==> config.mk <==
export PLATFORM = sky130hd
export DESIGN_NAME = rv32i_mc_core
export DESIGN_NICKNAME = d
export VERILOG_FILES = /design/src/rtl/rv32i_mc_core_pkg.sv /design/src/rtl/rv32i_regfile.sv /design/src/rtl/rv32i_mc_core.sv
export SDC_FILE = /design/constraint.sdc
export NUM_CORES = 2
export LEC_CHECK = 0
export BUFFER_PORTS_ARGS = -buffer_cell sky130_fd_sc_hd__buf_2
export CAP_MARGIN = 25
export CORE_ASPECT_RATIO = 1.2
export CORE_UTILIZATION = 40
export CTS_CLUSTER_SIZE = 24
export DETAILED_ROUTE_END_ITERATION = 7
export PLACE_DENSITY_LB_ADDON = 0.12
export SETUP_SLACK_MARGIN = 0.15
export SYNTH_ARGS = -nofsm -noshare
export SYNTH_HDL_FRONTEND = slang
export SYNTH_SLANG_ARGS = --single-unit
==> constraint.sdc <==
create_clock -name clk -period 9.9 [get_ports clk]
set_input_delay 0.99 -clock clk [delete_from_list [all_inputs] [get_ports clk]]
set_output_delay 0.99 -clock clk [all_outputs]
set_load 0.005 [all_outputs]
==> src/rtl/rv32i_mc_core_pkg.sv <==
// Shared definitions for the multi-cycle RV32I core: opcodes, funct3 codes, FSM states, ALU helper.
// No logic of its own.
package rv32i_mc_core_pkg;

  localparam logic [6:0] OPC_LUI      = 7'b0110111;
  localparam logic [6:0] OPC_AUIPC    = 7'b0010111;
  localparam logic [6:0] OPC_JAL      = 7'b1101111;
  localparam logic [6:0] OPC_JALR     = 7'b1100111;
  localparam logic [6:0] OPC_BRANCH   = 7'b1100011;
  localparam logic [6:0] OPC_LOAD     = 7'b0000011;
  localparam logic [6:0] OPC_STORE    = 7'b0100011;
  localparam logic [6:0] OPC_OP_IMM   = 7'b0010011;
  localparam logic [6:0] OPC_OP       = 7'b0110011;
  localparam logic [6:0] OPC_MISC_MEM = 7'b0001111;
  localparam logic [6:0] OPC_SYSTEM   = 7'b1110011;

  localparam logic [2:0] F3_ADD  = 3'd0;
  localparam logic [2:0] F3_SLL  = 3'd1;
  localparam logic [2:0] F3_SLT  = 3'd2;
  localparam logic [2:0] F3_SLTU = 3'd3;
  localparam logic [2:0] F3_XOR  = 3'd4;
  localparam logic [2:0] F3_SR   = 3'd5;
  localparam logic [2:0] F3_OR   = 3'd6;
  localparam logic [2:0] F3_AND  = 3'd7;

  localparam logic [2:0] F3_BEQ  = 3'd0;
  localparam logic [2:0] F3_BNE  = 3'd1;
  localparam logic [2:0] F3_BLT  = 3'd4;
  localparam logic [2:0] F3_BGE  = 3'd5;
  localparam logic [2:0] F3_BLTU = 3'd6;
  localparam logic [2:0] F3_BGEU = 3'd7;

  localparam logic [2:0] F3_LB   = 3'd0;
  localparam logic [2:0] F3_LH   = 3'd1;
  localparam logic [2:0] F3_LW   = 3'd2;
  localparam logic [2:0] F3_LBU  = 3'd4;
  localparam logic [2:0] F3_LHU  = 3'd5;

  localparam logic [2:0] F3_SB   = 3'd0;
  localparam logic [2:0] F3_SH   = 3'd1;
  localparam logic [2:0] F3_SW   = 3'd2;

  typedef enum logic [1:0] {
    ST_FETCH,
    ST_EXEC,
    ST_MEM,
    ST_TRAP
  } state_t;

  // alt selects SUB for ADD and arithmetic shift for SR
  function automatic logic [31:0] alu_op(input logic [2:0] f3, input logic alt,
                                          input logic [31:0] a, input logic [31:0] b);
    logic [31:0] r;
    r = '0;
    case (f3)
      F3_ADD:  r = alt ? (a - b) : (a + b);
      F3_SLL:  r = a << b[4:0];
      F3_SLT:  r = {31'd0, $signed(a) < $signed(b)};
      F3_SLTU: r = {31'd0, a < b};
      F3_XOR:  r = a ^ b;
      F3_SR: begin
        if (alt) r = $signed(a) >>> b[4:0];
        else     r = a >> b[4:0];
      end
      F3_OR:   r = a | b;
      F3_AND:  r = a & b;
      default: r = '0;
    endcase
    return r;
  endfunction

endpackage

==> src/rtl/rv32i_regfile.sv <==
// Integer register file: x1..x31, two combinational read ports, one write port, x0 reads zero.
// Latency: reads same cycle, writes visible the cycle after we.
// Backpressure: none; write accepted every cycle it is enabled.
module rv32i_regfile #(
  parameter logic [31:0] STACKADDR = 32'hFFFF_FFFF
) (
  input  logic        clk,
  input  logic        resetn,
  input  logic [4:0]  raddr1,
  input  logic [4:0]  raddr2,
  output logic [31:0] rdata1,
  output logic [31:0] rdata2,
  input  logic        we,
  input  logic [4:0]  waddr,
  input  logic [31:0] wdata
);

  logic [31:0] regs [1:31];

  // x2 starts at STACKADDR unless STACKADDR is the all-ones "not preset" value
  always_ff @(posedge clk or negedge resetn) begin
    if (!resetn) begin
      for (int i = 1; i < 32; i++) begin
        regs[i] <= (i == 2 && STACKADDR != 32'hFFFF_FFFF) ? STACKADDR : 32'd0;
      end
    end else if (we && waddr != 5'd0) begin
      regs[waddr] <= wdata;
    end
  end

  assign rdata1 = (raddr1 == 5'd0) ? 32'd0 : regs[raddr1];
  assign rdata2 = (raddr2 == 5'd0) ? 32'd0 : regs[raddr2];

endmodule

==> src/rtl/rv32i_mc_core.sv <==
// Multi-cycle non-pipelined RV32I core with one shared memory port for fetch and data.
// Latency: ALU/branch/jump = fetch + 1 cycle; load/store = fetch + 1 + data transfer.
// Backpressure: each request is held stable until mem_valid && mem_ready; any number of wait states.
module rv32i_mc_core
  import rv32i_mc_core_pkg::*;
#(
  parameter logic [31:0] PROGADDR_RESET = 32'h0000_0000,
  parameter logic [31:0] STACKADDR      = 32'hFFFF_FFFF
) (
  input  logic        clk,
  input  logic        resetn,
  output logic        trap,
  output logic        mem_valid,
  output logic        mem_instr,
  input  logic        mem_ready,
  output logic [31:0] mem_addr,
  output logic [31:0] mem_wdata,
  output logic [3:0]  mem_wstrb,
  input  logic [31:0] mem_rdata
);

  state_t      state;
  logic [31:0] pc;
  logic [31:0] instr;
  logic [1:0]  ea_lo;

  logic [6:0]  opcode;
  logic [6:0]  funct7;
  logic [2:0]  funct3;
  logic [31:0] rs1_val, rs2_val;
  logic [31:0] imm_i, imm_s, imm_b, imm_u, imm_j;
  logic [31:0] pc_plus4, alu_b;
  logic        alu_alt;

  logic        illegal, misalign, wb_en, is_load, is_store, taken;
  logic [31:0] ea, next_pc, wb_val, st_wdata;
  logic [3:0]  st_wstrb;
  logic [31:0] ld_word, ld_val;
  logic        rf_we;
  logic [31:0] rf_wdata;

  assign opcode   = instr[6:0];
  assign funct3   = instr[14:12];
  assign funct7   = instr[31:25];
  assign imm_i    = {{20{instr[31]}}, instr[31:20]};
  assign imm_s    = {{20{instr[31]}}, instr[31:25], instr[11:7]};
  assign imm_b    = {{20{instr[31]}}, instr[7], instr[30:25], instr[11:8], 1'b0};
  assign imm_u    = {instr[31:12], 12'd0};
  assign imm_j    = {{12{instr[31]}}, instr[19:12], instr[20], instr[30:21], 1'b0};
  assign pc_plus4 = pc + 32'd4;
  assign alu_b    = (opcode == OPC_OP) ? rs2_val : imm_i;
  // ADDI has no subtract form, so bit 30 only matters for shifts on OP-IMM
  assign alu_alt  = instr[30] && (opcode == OPC_OP || funct3 == F3_SR);

  rv32i_regfile #(
    .STACKADDR (STACKADDR)
  ) u_regfile (
    .clk    (clk),
    .resetn (resetn),
    .raddr1 (instr[19:15]),
    .raddr2 (instr[24:20]),
    .rdata1 (rs1_val),
    .rdata2 (rs2_val),
    .we     (rf_we),
    .waddr  (instr[11:7]),
    .wdata  (rf_wdata)
  );

  always_comb begin
    illegal  = 1'b0;
    misalign = 1'b0;
    wb_en    = 1'b0;
    wb_val   = '0;
    is_load  = 1'b0;
    is_store = 1'b0;
    taken    = 1'b0;
    next_pc  = pc_plus4;
    ea       = rs1_val + imm_i;
    st_wdata = rs2_val;
    st_wstrb = 4'b0000;
    case (opcode)
      OPC_LUI: begin
        wb_en  = 1'b1;
        wb_val = imm_u;
      end
      OPC_AUIPC: begin
        wb_en  = 1'b1;
        wb_val = pc + imm_u;
      end
      OPC_JAL: begin
        wb_en   = 1'b1;
        wb_val  = pc_plus4;
        next_pc = pc + imm_j;
      end
      OPC_JALR: begin
        illegal = (funct3 != 3'd0);
        wb_en   = 1'b1;
        wb_val  = pc_plus4;
        next_pc = (rs1_val + imm_i) & ~32'd1;
      end
      OPC_BRANCH: begin
        case (funct3)
          F3_BEQ:  taken = (rs1_val == rs2_val);
          F3_BNE:  taken = (rs1_val != rs2_val);
          F3_BLT:  taken = ($signed(rs1_val) < $signed(rs2_val));
          F3_BGE:  taken = ($signed(rs1_val) >= $signed(rs2_val));
          F3_BLTU: taken = (rs1_val < rs2_val);
          F3_BGEU: taken = (rs1_val >= rs2_val);
          default: illegal = 1'b1;
        endcase
        if (taken) next_pc = pc + imm_b;
      end
      OPC_LOAD: begin
        is_load = 1'b1;
        case (funct3)
          F3_LB, F3_LBU: misalign = 1'b0;
          F3_LH, F3_LHU: misalign = ea[0];
          F3_LW:         misalign = |ea[1:0];
          default:       illegal  = 1'b1;
        endcase
      end
      OPC_STORE: begin
        is_store = 1'b1;
        ea       = rs1_val + imm_s;
        case (funct3)
          F3_SB: begin
            st_wdata = {4{rs2_val[7:0]}};
            st_wstrb = 4'b0001 << ea[1:0];
          end
          F3_SH: begin
            st_wdata = {2{rs2_val[15:0]}};
            st_wstrb = 4'b0011 << ea[1:0];
            misalign = ea[0];
          end
          F3_SW: begin
            st_wstrb = 4'b1111;
            misalign = |ea[1:0];
          end
          default: illegal = 1'b1;
        endcase
      end
      OPC_OP_IMM: begin
        wb_en  = 1'b1;
        wb_val = alu_op(funct3, alu_alt, rs1_val, alu_b);
        if (funct3 == F3_SLL) illegal = (funct7 != 7'h00);
        if (funct3 == F3_SR)  illegal = (funct7 != 7'h00 && funct7 != 7'h20);
      end
      OPC_OP: begin
        wb_en   = 1'b1;
        wb_val  = alu_op(funct3, alu_alt, rs1_val, alu_b);
        illegal = !(funct7 == 7'h00 ||
                    (funct7 == 7'h20 && (funct3 == F3_ADD || funct3 == F3_SR)));
      end
      OPC_MISC_MEM: illegal = (funct3 != 3'd0);
      OPC_SYSTEM:   illegal = 1'b1;
      default:      illegal = 1'b1;
    endcase
    // PC is always word aligned, so only a jump or taken branch can set bit 1
    if (next_pc[1]) misalign = 1'b1;
  end

  assign ld_word = mem_rdata >> {ea_lo, 3'b000};

  always_comb begin
    case (funct3)
      F3_LB:   ld_val = {{24{ld_word[7]}}, ld_word[7:0]};
      F3_LH:   ld_val = {{16{ld_word[15]}}, ld_word[15:0]};
      F3_LBU:  ld_val = {24'd0, ld_word[7:0]};
      F3_LHU:  ld_val = {16'd0, ld_word[15:0]};
      default: ld_val = ld_word;
    endcase
  end

  // loads retire on the data handshake; everything else writes back in EXEC
  assign rf_we = (state == ST_EXEC && wb_en && !illegal && !misalign) ||
                 (state == ST_MEM && mem_valid && mem_ready && mem_wstrb == 4'b0000);
  assign rf_wdata = (state == ST_MEM) ? ld_val : wb_val;

  always_ff @(posedge clk or negedge resetn) begin
    if (!resetn) begin
      state     <= ST_FETCH;
      pc        <= PROGADDR_RESET;
      instr     <= '0;
      ea_lo     <= '0;
      trap      <= 1'b0;
      mem_valid <= 1'b0;
      mem_instr <= 1'b0;
      mem_addr  <= '0;
      mem_wdata <= '0;
      mem_wstrb <= '0;
    end else begin
      case (state)
        ST_FETCH: begin
          if (!mem_valid) begin
            mem_valid <= 1'b1;
            mem_instr <= 1'b1;
            mem_addr  <= pc;
            mem_wstrb <= 4'b0000;
          end else if (mem_ready) begin
            instr     <= mem_rdata;
            mem_valid <= 1'b0;
            mem_instr <= 1'b0;
            state     <= ST_EXEC;
          end
        end
        ST_EXEC: begin
          if (illegal || misalign) begin
            trap  <= 1'b1;
            state <= ST_TRAP;
          end else if (is_load || is_store) begin
            mem_valid <= 1'b1;
            mem_instr <= 1'b0;
            mem_addr  <= {ea[31:2], 2'b00};
            mem_wdata <= st_wdata;
            mem_wstrb <= st_wstrb;
            ea_lo     <= ea[1:0];
            state     <= ST_MEM;
          end else begin
            // issue the next fetch directly to save a cycle
            pc        <= next_pc;
            mem_valid <= 1'b1;
            mem_instr <= 1'b1;
            mem_addr  <= next_pc;
            mem_wstrb <= 4'b0000;
            state     <= ST_FETCH;
          end
        end
        ST_MEM: begin
          if (mem_ready) begin
            mem_valid <= 1'b0;
            mem_wstrb <= 4'b0000;
            pc        <= pc_plus4;
            state     <= ST_FETCH;
          end
        end
        default: begin
          mem_valid <= 1'b0;
          trap      <= 1'b1;
        end
      endcase
    end
  end

endmodule

==> impl_metrics.ini <==
[setup_path]
worst_path_largest_cell_delay_ns = 0.90
startpoint_type = register
worstPathRequired_ns = 10.58
crit-reg2reg-launch = instr[15]$_DFFE_PN0P_
slowest_stage = dfrtp_4
crit_chain = buf_12, buf_4, mux4_2, mux2i_1, o21ai_0, o21ai_1, inv_1, ha_1, nand4_1, nor3_1, nand2_1, o221ai_1, nor3b_1, or4b_1, a211oi_1, o31ai_2, buf_4, o22a_1, nor3_1, mux2_2
worstPathArrival_ns = 9.31
crit_type = register to register
cp_max_fo = 32
critPathCaptureType = register
cp-startpoint = instr[15]$_DFFE_PN0P_

[die]
rows = 176
die_h_um = 485
io_pins = 106
die_x_um = 404
start_util = 0.404
dieArea_um2 = 196000
coreArea_um2 = 192000

[logic_synthesis]
ys_types = 111
synth_fp_nets = 8609
ys_async_sr_fraction = 1.00
synth-warning-count = 0
ys_seq_elements = 1131
syn-cell-area_um2 = 77700
seq_area_frac_synth = 0.364
synth-edff-count = 0
synth_ff_type = dfrtp_1
syn_inst = 8343
syn_area_per_cell_um2 = 9.32

[sta]
max_freq_mhz = 116
setup_violations = 0
finalCritPeriodShare = 0.872
worstMarginPinSlew_ns = 1.18
final-hold-violation-count = 0
fin_crit_ns = 8.64
rsz0062_at_grt = false
fin_skew_ns = 0.0447
tns_ns = 0
slew_violations = 0
slew_headroom = 0.194

[global_routing]
grt_pass1_vias = 68200
grt_pass1_wl_mm = 548
antenna_found_initial = 18
grt_use_total = 0.396
grt_max_degree = 182
grt-ovfl-total = 0

[job]
drv_cap = 0

[place]
hpwl_mm = 283
port_buffers = 105
globalplace.congestion = 1.07

[worst_hold_path]
hp-class = input pin to async pin

[clock_tree]
cts_resized = 0
clock_path_buffers = 3
cts.sinks = 1131
cts_hold_buf = 0
cts_htree_levels = 4
insertion_delay_ns = 0.83
cts_tree = built
post_cts.repair.setup_buffers = 0
cts_buffers = 132
clockRootBuffer = clkbuf_16
clkSlewWorstSetupHoldPaths_ns = 0.08

[final_layout]
drive_gt1_frac = 0.184
finish.utilization = 0.450
nets = 8481
areaGrowthSynthToFinish_pct = 11.3
fillers = 18700

[route]
via_count = 70500
drc = 0
drt_iter0_markers = 8111
wl_met1_mm = 155
dr.max_layer_used = met5
drt_wl_total_mm = 391
dr_wl_met2_mm = 174
routed-wl-met3_mm = 28.9
firstDrtPassIters = 6
viasPerCell = 6.47
wl_per_cell_um = 35.9
ant_nets = 0

[power]
peakVddDrop_v = 0.000192
p_leak_nw = 35.2
power_density_nw_per_um2 = 112

[outcome]
status = finished, final reports clean
## per-layer routing
layer / vias up / GRT usage
met4: 4 / 0.278
met3: 969 / 0.0757
met1: 35700 / 0.506
li1: 30400 / -
met5: - / 0
met2: 3462 / 0.603
## report_power, final
group | internal (mW) | switching [mW] | total, mW
registers | 4.63 | 0.00288 | 4.63
clock network | 2.80 | 2.11 | 4.91
logic | 0.0179 | 0.118 | 0.136
total | 7.45 | 2.23 | 9.68
## cell usage after synthesis (34+ instances only)
cell / instances / share of area
a211oi_1: 72 / 0.0070
a21o_1: 96 / 0.0093
a21oi_1: 515 / 0.033
a221oi_1: 58 / 0.0065
a22oi_1: 53 / 0.0051
a31oi_1: 83 / 0.0067
and2_1: 35 / 0.0028
and3_1: 48 / 0.0039
buf_1: 53 / 0.0026
buf_2: 111 / 0.0071
clkbuf_1: 501 / 0.024
dfrtp_1: 1131 / 0.36
ha_1: 224 / 0.036
inv_1: 152 / 0.0073
mux2_2: 200 / 0.029
mux2i_1: 252 / 0.032
mux4_2: 442 / 0.13
nand2_1: 1292 / 0.062
nand2b_1: 43 / 0.0035
nand3_1: 100 / 0.0064
nand4_1: 42 / 0.0034
nor2_1: 451 / 0.022
nor2b_1: 52 / 0.0042
nor3_1: 115 / 0.0074
o211ai_1: 71 / 0.0069
o21a_1: 34 / 0.0033
o21ai_0: 1217 / 0.078
o21ai_1: 55 / 0.0035
o21bai_1: 38 / 0.0037
o221ai_1: 36 / 0.0041
o22ai_1: 55 / 0.0044
o31ai_1: 41 / 0.0040
or3_1: 36 / 0.0029
xnor2_1: 118 / 0.013
xor2_1: 48 / 0.0054
## path summary, 6_finish.rpt
path / to / slack [ns] / cells after the start
max: u_regfile.regs[932]$_DFFE_PN0P_ / 1.26 / 20
min: mem_addr[0]$_DFFE_PN0P_ / 0.12 / 1
max reg2reg: u_regfile.regs[932]$_DFFE_PN0P_ / 1.26 / 20
min reg2reg: trap$_DFFE_PN0P_ / 0.46 / 1
max in group asynchronous: u_regfile.regs[153]$_DFFE_PN0P_ / 7.32 / 3
min in group clk: instr[10]$_DFFE_PN0P_ / 0.45 / 2
## cells in the final DEF (no fill, tap or decap), types with 55 or more instances in the layout
master     instances
nand3_1           89
a221oi_1          58
a21o_1            96
xnor2_1          118
ha_1             222
a31oi_1           79
mux2_2           200
o21ai_1           55
nor3_1           105
nor2_1           441
inv_1            149
mux4_2           442
buf_4            314
a211oi_1          71
buf_2            106
mux2i_1          245
dfrtp_1         1120
clkbuf_16        135
a21oi_1          513
o211ai_1          71
nand2_1         1277
o21ai_0         1214
## metrics by stage
stage	hold WS, ns	std cells	total power [mW]	setup slack [ns]	area, µm²
6_report	0.119	10900	9.68	1.26	86500
3_3_place_gp	0.444	10600	4.85	1.28	82000
5_1_grt	0.174	10900	9.94	1.11	86500
3_5_place_dp	0.453	10700	4.85	1.42	82100
4_1_cts	0.144	10900	9.76	1.38	86400
2_1_floorplan	0.458	8343	4.73	2.94	77700
## state kept, by name, indices dropped and copies added, names as in the netlist
| signal | cells |
|---|---|
| mem_wstrb | 4 |
| mem_wdata | 32 |
| mem_addr | 32 |
| instr | 32 |
| mem_instr | 1 |
| mem_valid | 1 |
| u_regfile.regs | 992 |
| pc | 32 |
| ea_lo | 2 |
| state | 2 |
| trap | 1 |
## layout make-up
type | instances | area (µm²) | share of cell area
inverter | 164 | 618 | 0.00714
tap | 2581 | 3230 | 0.0373
clock buffer | 188 | 3790 | 0.0438
timing repair buffer | 472 | 3890 | 0.0449
multi-input combinational | 6314 | 46200 | 0.534
antenna | 4 | 10.0 | 0.000116
clock inverter | 44 | 444 | 0.00513
sequential | 1131 | 28300 | 0.327
## cells by family (layout without fill, tap and decap cells)
logic type,count (synthesis),after routing,share of synthesized area
buf+inv,898,868,0.0493
mux,907,907,0.193
xor+xnor,166,166,0.0187
flops,1131,1131,0.364
fa+ha+maj,231,231,0.0379
other cells,0,4,0
simple gates,2329,2329,0.130
compound gates,2681,2681,0.207
## worst max-delay path: cells and delay by family, from the launching register on
kind	cells	cell delay, ns
buffers and inverters	4	1.60
multiplexers	3	1.09
AO/OA/AOI/OAI	6	2.16
flip-flops	1	0.90
adder cells (fa/ha/maj)	1	0.50
AND/OR/NAND/NOR	6	2.13
No activity file was read; power rests on OpenSTA's default activity.
